## src/rtl/codec_stream_ctrl.sv

```systemverilog
// Pairs bytes from two streams into a GF(2^8) codec, tags results through its LATENCY-deep pipe and buffers them.
// In->out latency LATENCY+1 cycles; inputs stall on credit (FIFO fill + in-flight) so output backpressure never drops data.
module codec_stream_ctrl #(
  parameter int LATENCY    = 1,
  parameter int FIFO_DEPTH = 4,
  parameter int LEN_W      = 16
) (
  input  logic             iCLK,
  input  logic             iRST_n,
  input  logic             iStart,
  input  logic [7:0]       iCoef1,
  input  logic [7:0]       iCoef2,
  input  logic [LEN_W-1:0] iLength,
  output logic             oBusy,
  output logic             oDone,
  input  logic             iIn1Valid,
  input  logic [7:0]       iIn1Data,
  output logic             oIn1Ready,
  input  logic             iIn2Valid,
  input  logic [7:0]       iIn2Data,
  output logic             oIn2Ready,
  output logic [7:0]       oCodecCoef1,
  output logic [7:0]       oCodecIn1,
  output logic [7:0]       oCodecCoef2,
  output logic [7:0]       oCodecIn2,
  input  logic [7:0]       iCodecOut,
  output logic             oOutValid,
  output logic [7:0]       oOutData,
  output logic             oOutLast,
  input  logic             iOutReady
);

  localparam int PTR_W = (FIFO_DEPTH > 1) ? $clog2(FIFO_DEPTH) : 1;
  localparam int CNT_W = $clog2(FIFO_DEPTH + 1);
  localparam int OCC_W = $clog2(FIFO_DEPTH + LATENCY + 1);

  typedef enum logic [1:0] {S_IDLE, S_RUN, S_DRAIN, S_DONE} state_t;

  state_t             state_q;
  logic               busy_q, done_q;
  logic [7:0]         coef1_q, coef1_d, coef2_q, coef2_d;
  logic [7:0]         in1_q, in1_d, in2_q, in2_d;
  logic [LEN_W-1:0]   remaining_q, remaining_d;
  logic [LATENCY-1:0] tag_vld_q, tag_vld_d, tag_last_q, tag_last_d;
  logic [7:0]         mem_q [FIFO_DEPTH];
  logic [7:0]         mem_d [FIFO_DEPTH];
  logic [FIFO_DEPTH-1:0] lastm_q, lastm_d;
  logic [PTR_W-1:0]   wr_ptr_q, wr_ptr_d, rd_ptr_q, rd_ptr_d;
  logic [CNT_W-1:0]   fifo_cnt_q, fifo_cnt_d;

  logic [OCC_W-1:0]   inflight, occupancy;
  logic               credit_ok, fire, last_fire, start_acc, push, pop, fifo_nonempty;

  always_comb begin
    inflight = '0;
    for (int i = 0; i < LATENCY; i++) begin
      inflight = inflight + OCC_W'(tag_vld_q[i]);
    end
    occupancy     = OCC_W'(fifo_cnt_q) + inflight;
    credit_ok     = occupancy < OCC_W'(FIFO_DEPTH);
    fire          = (state_q == S_RUN) && credit_ok && iIn1Valid && iIn2Valid;
    last_fire     = fire && (remaining_q == LEN_W'(1));
    start_acc     = (state_q == S_IDLE) && iStart;
    fifo_nonempty = fifo_cnt_q != '0;
    push          = tag_vld_q[LATENCY-1];
    pop           = fifo_nonempty && iOutReady;
  end

  assign oIn1Ready   = (state_q == S_RUN) && credit_ok && iIn2Valid;
  assign oIn2Ready   = (state_q == S_RUN) && credit_ok && iIn1Valid;
  assign oBusy       = busy_q;
  assign oDone       = done_q;
  assign oCodecCoef1 = coef1_q;
  assign oCodecCoef2 = coef2_q;
  assign oCodecIn1   = in1_q;
  assign oCodecIn2   = in2_q;
  assign oOutValid   = fifo_nonempty;
  assign oOutData    = mem_q[rd_ptr_q];
  assign oOutLast    = fifo_nonempty && lastm_q[rd_ptr_q];

  always_comb begin
    coef1_d     = start_acc ? iCoef1 : coef1_q;
    coef2_d     = start_acc ? iCoef2 : coef2_q;
    in1_d       = fire ? iIn1Data : in1_q;
    in2_d       = fire ? iIn2Data : in2_q;
    remaining_d = remaining_q;
    if (start_acc) begin
      remaining_d = iLength;
    end else if (fire) begin
      remaining_d = remaining_q - LEN_W'(1);
    end
    // Tag pipe mirrors the codec pipeline so the result and its last flag arrive together.
    tag_vld_d     = '0;
    tag_last_d    = '0;
    tag_vld_d[0]  = fire;
    tag_last_d[0] = last_fire;
    for (int i = 1; i < LATENCY; i++) begin
      tag_vld_d[i]  = tag_vld_q[i-1];
      tag_last_d[i] = tag_last_q[i-1];
    end
  end

  always_comb begin
    mem_d      = mem_q;
    lastm_d    = lastm_q;
    wr_ptr_d   = wr_ptr_q;
    rd_ptr_d   = rd_ptr_q;
    fifo_cnt_d = fifo_cnt_q;
    if (push) begin
      mem_d[wr_ptr_q]   = iCodecOut;
      lastm_d[wr_ptr_q] = tag_last_q[LATENCY-1];
      wr_ptr_d = (wr_ptr_q == PTR_W'(FIFO_DEPTH - 1)) ? '0 : wr_ptr_q + PTR_W'(1);
    end
    if (pop) begin
      rd_ptr_d = (rd_ptr_q == PTR_W'(FIFO_DEPTH - 1)) ? '0 : rd_ptr_q + PTR_W'(1);
    end
    case ({push, pop})
      2'b10:   fifo_cnt_d = fifo_cnt_q + CNT_W'(1);
      2'b01:   fifo_cnt_d = fifo_cnt_q - CNT_W'(1);
      default: fifo_cnt_d = fifo_cnt_q;
    endcase
  end

  always_ff @(posedge iCLK or negedge iRST_n) begin
    if (!iRST_n) begin
      coef1_q     <= '0;
      coef2_q     <= '0;
      in1_q       <= '0;
      in2_q       <= '0;
      remaining_q <= '0;
      tag_vld_q   <= '0;
      tag_last_q  <= '0;
      mem_q       <= '{default: '0};
      lastm_q     <= '0;
      wr_ptr_q    <= '0;
      rd_ptr_q    <= '0;
      fifo_cnt_q  <= '0;
    end else begin
      coef1_q     <= coef1_d;
      coef2_q     <= coef2_d;
      in1_q       <= in1_d;
      in2_q       <= in2_d;
      remaining_q <= remaining_d;
      tag_vld_q   <= tag_vld_d;
      tag_last_q  <= tag_last_d;
      mem_q       <= mem_d;
      lastm_q     <= lastm_d;
      wr_ptr_q    <= wr_ptr_d;
      rd_ptr_q    <= rd_ptr_d;
      fifo_cnt_q  <= fifo_cnt_d;
    end
  end

  always_ff @(posedge iCLK or negedge iRST_n) begin
    if (!iRST_n) begin
      state_q <= S_IDLE;
      busy_q  <= 1'b0;
      done_q  <= 1'b0;
    end else begin
      case (state_q)
        S_IDLE: begin
          if (iStart && (iLength != '0)) begin
            state_q <= S_RUN;
            busy_q  <= 1'b1;
          end else if (iStart) begin
            state_q <= S_DONE;
            busy_q  <= 1'b1;
            done_q  <= 1'b1;
          end
        end
        S_RUN: begin
          if (last_fire) begin
            state_q <= S_DRAIN;
          end
        end
        S_DRAIN: begin
          if ((inflight == '0) && !fifo_nonempty) begin
            state_q <= S_DONE;
            done_q  <= 1'b1;
          end
        end
        default: begin
          state_q <= S_IDLE;
          busy_q  <= 1'b0;
          done_q  <= 1'b0;
        end
      endcase
    end
  end

  // Credit accounting makes a push into a full, non-popping FIFO unreachable.
  assert property (@(posedge iCLK) disable iff (!iRST_n)
                   !(push && !pop && (fifo_cnt_q == CNT_W'(FIFO_DEPTH))));

endmodule

```

## config.mk

```make
export PLATFORM = sky130hd
export DESIGN_NAME = codec_stream_ctrl
export DESIGN_NICKNAME = d
export VERILOG_FILES = /design/src/rtl/codec_stream_ctrl.sv
export SDC_FILE = /design/constraint.sdc
export NUM_CORES = 1
export LEC_CHECK = 0
export BUFFER_PORTS_ARGS = -buffer_cell sky130_fd_sc_hd__buf_2
export CORE_UTILIZATION = 50
export DETAILED_ROUTE_END_ITERATION = 8
export PLACE_DENSITY = 0.86
export SYNTH_ARGS = -nofsm -noshare
export SYNTH_HDL_FRONTEND = slang
export SYNTH_SLANG_ARGS = --single-unit
```

## constraint.sdc

```tcl
create_clock -name iCLK -period 2.2 [get_ports iCLK]
set_input_delay 0.22 -clock iCLK [delete_from_list [all_inputs] [get_ports iCLK]]
set_output_delay 0.22 -clock iCLK [all_outputs]
set_load 0.1 [all_outputs]
```

==> results.md <==
| Quantity | Reported | Unit |
|---|---|---|
| Max-cap violations | 0 | - |
| Prevailing post-synth register cell | sky130_fd_sc_hd__dfrtp_1 | - |
| Wire length reported by the detailed router | 9200 | um |
| Number of global-route vias before repair | 3,307 | - |
| Critical path capture point type | output port | - |
| Antenna violations before repair | 0 | - |
| Area delta synth->final | 20.7 | % |
| Count of warnings emitted by yosys | 0 | - |
| Hold path start | iIn1Data[7] | - |
| Clock Skew | 0.0125 | ns |
| Instance count of the mapped netlist | 370 | - |
| Post-DR vias/cell | 5.29 | - |
| Number of buffer and inverter stages on the critical path | 1 | - |
| Slew at the pin closest to its max-slew limit | 0.745 | ns |
| #FFs+latches synth | 97 | - |
| Fraction of synthesized cell area taken by the top area cell type | 54.5 | % |
| Fmax | 477 | MHz |
| Critical-path top delay cell | sky130_fd_sc_hd__dfrtp_1 | - |
| Leading cell types in the layout, fill and taps excluded | sky130_fd_sc_hd__buf_2, sky130_fd_sc_hd__dfrtp_1, sky130_fd_sc_hd__nand2_1 | - |
| CP required | 1.98 | ns |
| Number of nets with antenna violations after detailed routing | 0 | - |
| Period minus WS final | 2.09 | ns |
| Placed inst area | 5170 | um^2 |
| Clock root buffer | sky130_fd_sc_hd__clkbuf_8 | - |
| Status | finished clean | - |
| Final Cycle Share | 95.2 | % |
| Average wire per standard cell | 15.3 | um |
| Layout fillers | 717 | - |
| Setup repair after global routing missed its margin | no | - |
| Clock tree from TritonCTS | built | - |
| I/O pin cnt | 108 | - |
| Arr. time, crit path | 1.87 | ns |
| Initial Util | 51.3 | % |
| Syn Nets | 445 | - |
| Area taken by flip-flops and latches | 2430 | um^2 |
| Placeable core area | 8680 | um^2 |
| Floorplan row count | 34 | - |
| Total number of vias | 3,176 | - |
| Worst min-delay path category | in -> reg | - |
| Antenna diode count | 0 | - |
| Largest buffer count on any clock path | 2 | - |
| Share of async-settable or async-resettable flops after synthesis | 100 | % |
| # DRC | 0 | - |
| Dominant combinational cell family by area after synthesis | multiplexers | - |
| Post-synthesis share of cell area spent on full adders, half adders and majority gates | 3.82 | % |
| IO Port Bufs | 107 | - |
| Cell type with the largest total area after synthesis | sky130_fd_sc_hd__dfrtp_1 | - |
| Compound-gate portion of the synthesized area | 4.94 | % |
| Die Area | 9290 | um^2 |
| Leading post-synthesis cells by cell area | sky130_fd_sc_hd__dfrtp_1, sky130_fd_sc_hd__mux2_2, sky130_fd_sc_hd__nand2_1, sky130_fd_sc_hd__mux4_2, sky130_fd_sc_hd__ha_1 | - |
| Pins Over Slew Limit | 0 | - |
| Detailed Routing Iterations Pass 1 | 4 | - |
| Number of buffers added for setup after CTS | 0 | - |
| Kind of cell adding the most delay to the critical path | flip-flops | - |
| Most common cell after layout, fill and taps aside | sky130_fd_sc_hd__buf_2 | - |
| CTS HTree Levels | 3 | - |
| Fraction of final layout cells sized beyond drive strength 1 | 42.3 | % |
| Count of endpoints failing hold in the final timing report | 0 | - |
| Nets@finish | 562 | - |
| Area used by multi-input combinational logic | 1940 | um^2 |
| Simple-gate share of the synthesized area | 12.1 | % |
| Largest net degree at the start of global routing | 58 | - |
| Cell area after synthesis | 4460 | um^2 |
| Total overflow reported by the global router | 0 | - |
| Global-route wire length before repair | 15,100 | um |
| CP Max Fanout | 11 | - |
| Worst slew margin relative to its limit | 50.3 | % |
| Start point of the critical path | rd_ptr_q[1]$_DFFE_PN0N_ | - |
| Category of the most critical setup path | reg -> out | - |
| Final-report setup violation count | 0 | - |
| Clock buffer count from CTS | 9 | - |
| Clock net sink count | 97 | - |
| Gpl congestion | 0.817 | - |
| Share of synthesized area spent on multiplexers | 18.7 | % |
| Synthesized-area fraction occupied by xor and xnor cells | 3.54 | % |
| Starting DRT DRC Count | 105 | - |
| Global-route usage over all layers | 21.8 | % |
| Cell area after layout | 5380 | um^2 |
| Category of the worst setup path launch point | flop | - |
| Placed wire-length estimate | 6820 | um |
| Number of enable-type register cells in the synthesized netlist | 0 | - |
| Sequential element share of the synthesized area | 54.5 | % |
| Maximum cell stage delay along the critical path | 0.67 | ns |
| Skew-Pair Late Insertion Delay | 0.36 | ns |
| Clock transition at path regs | 0.10 | ns |
| Critical Path, Cell by Cell | mux4_2 -> and2_1 -> buf_2 | - |
| Reg2Reg Launch Point | fifo_cnt_q[1]$_DFFE_PN0P_ | - |
| Netlist cell types | 42 | - |
| Syn avg cell area | 12.0 | um^2 |
| Final total negative setup slack | 0 | ns |
| Die width | 96.4 | um |
| Vert. Die Dim | 96.4 | um |
-- registers in the layout, indices dropped and copies added (netlist names) --
signal / cells
tag_last_q: 1
oDone: 1
state_q: 2
oCodecIn2: 8
oBusy: 1
mem_q: 32
oCodecCoef1: 8
oCodecIn1: 8
lastm_q: 4
wr_ptr_q: 2
rd_ptr_q: 2
oCodecCoef2: 8
fifo_cnt_q: 3
push: 1
remaining_q: 16
-- worst min-delay path: cells and delay by family --
kind	cells	cell delay (ns)
buffers and inverters	1	0.07
AND/OR/NAND/NOR	2	0.08
-- cells by family (layout without fill, tap and decap cells) --
group	Yosys count	count (layout)
flip-flops	97	97
multiplexers	65	65
AND/OR/NAND/NOR	119	119
XOR/XNOR	18	18
AO/OA/AOI/OAI	31	31
adder cells (fa/ha/maj)	13	13
buffers and inverters	27	149
-- Yosys cell counts (2+ instances only) --
cell type / number
sky130_fd_sc_hd__or3_1: 3
sky130_fd_sc_hd__a21oi_1: 15
sky130_fd_sc_hd__nor4_1: 10
sky130_fd_sc_hd__clkbuf_1: 8
sky130_fd_sc_hd__nand4_1: 2
sky130_fd_sc_hd__mux2_2: 54
sky130_fd_sc_hd__mux4_2: 9
sky130_fd_sc_hd__nor2_1: 26
sky130_fd_sc_hd__nand2_1: 60
sky130_fd_sc_hd__o21ai_0: 5
sky130_fd_sc_hd__inv_1: 14
sky130_fd_sc_hd__buf_2: 3
sky130_fd_sc_hd__ha_1: 12
sky130_fd_sc_hd__or2_2: 2
sky130_fd_sc_hd__xnor2_1: 13
sky130_fd_sc_hd__and2_1: 3
sky130_fd_sc_hd__xor2_1: 5
sky130_fd_sc_hd__nor3_1: 6
sky130_fd_sc_hd__dfrtp_1: 97
-- cell type report --
class                   count  share of cell area, %
inverters                  15                   1.05
well taps                 108                   2.51
clock inverters             5                  0.721
multi-input cells         246                   36.0
repair buffers            118                   11.9
flip-flops and latches     97                   45.2
clock buffers              11                   2.63
-- path summary, 6_finish.rpt --
kind                       slack, ns  cells after the start                   endpoint
max                             0.11                      3                   oOutLast
max reg2reg                     0.15                      7  fifo_cnt_q[1]$_DFFE_PN0P_
min                             0.05                      3   oCodecIn1[7]$_DFFE_PN0P_
min reg2reg                     0.48                      2   oCodecIn1[2]$_DFFE_PN0P_
max in group asynchronous       1.12                      3      mem_q[16]$_DFFE_PN0P_
min in group asynchronous       0.45                      2      mem_q[29]$_DFFE_PN0P_
-- per-layer routing --
layer  up-vias  GRT usage (%)  part of all wire (%)
met5         -              0                     0
li1       1513              -                     -
met3        17           4.15                   4.2
met2        85           38.1                    52
met1      1561           26.2                    42
met4         0           9.93                   2.1
-- what timing repair did --
action / CTS / global route
endpoints found under the hold margin: 54 / 0
gates resized for setup: 2 / 3
setup endpoints to repair: 2 / 7
hold buffers: 1 / 0
-- through the flow --
step / worst slack, ns / utilization [%] / instances / hold slack (ns)
floorplan: 0.127 / - / 370 / -0.0756
global placement: 0.273 / 59.6 / 583 / 0.323
detailed placement: 0.178 / 59.6 / 583 / 0.334
CTS: 0.0692 / 61.9 / 600 / 0.0287
global route: 0.00862 / 62.0 / 600 / 0.0328
finish: 0.105 / 62.0 / 600 / 0.0466
Power is left out: the tool's default activity adds up to more than one toggle a clock period on the data nets, which glitch-free logic cannot reach.
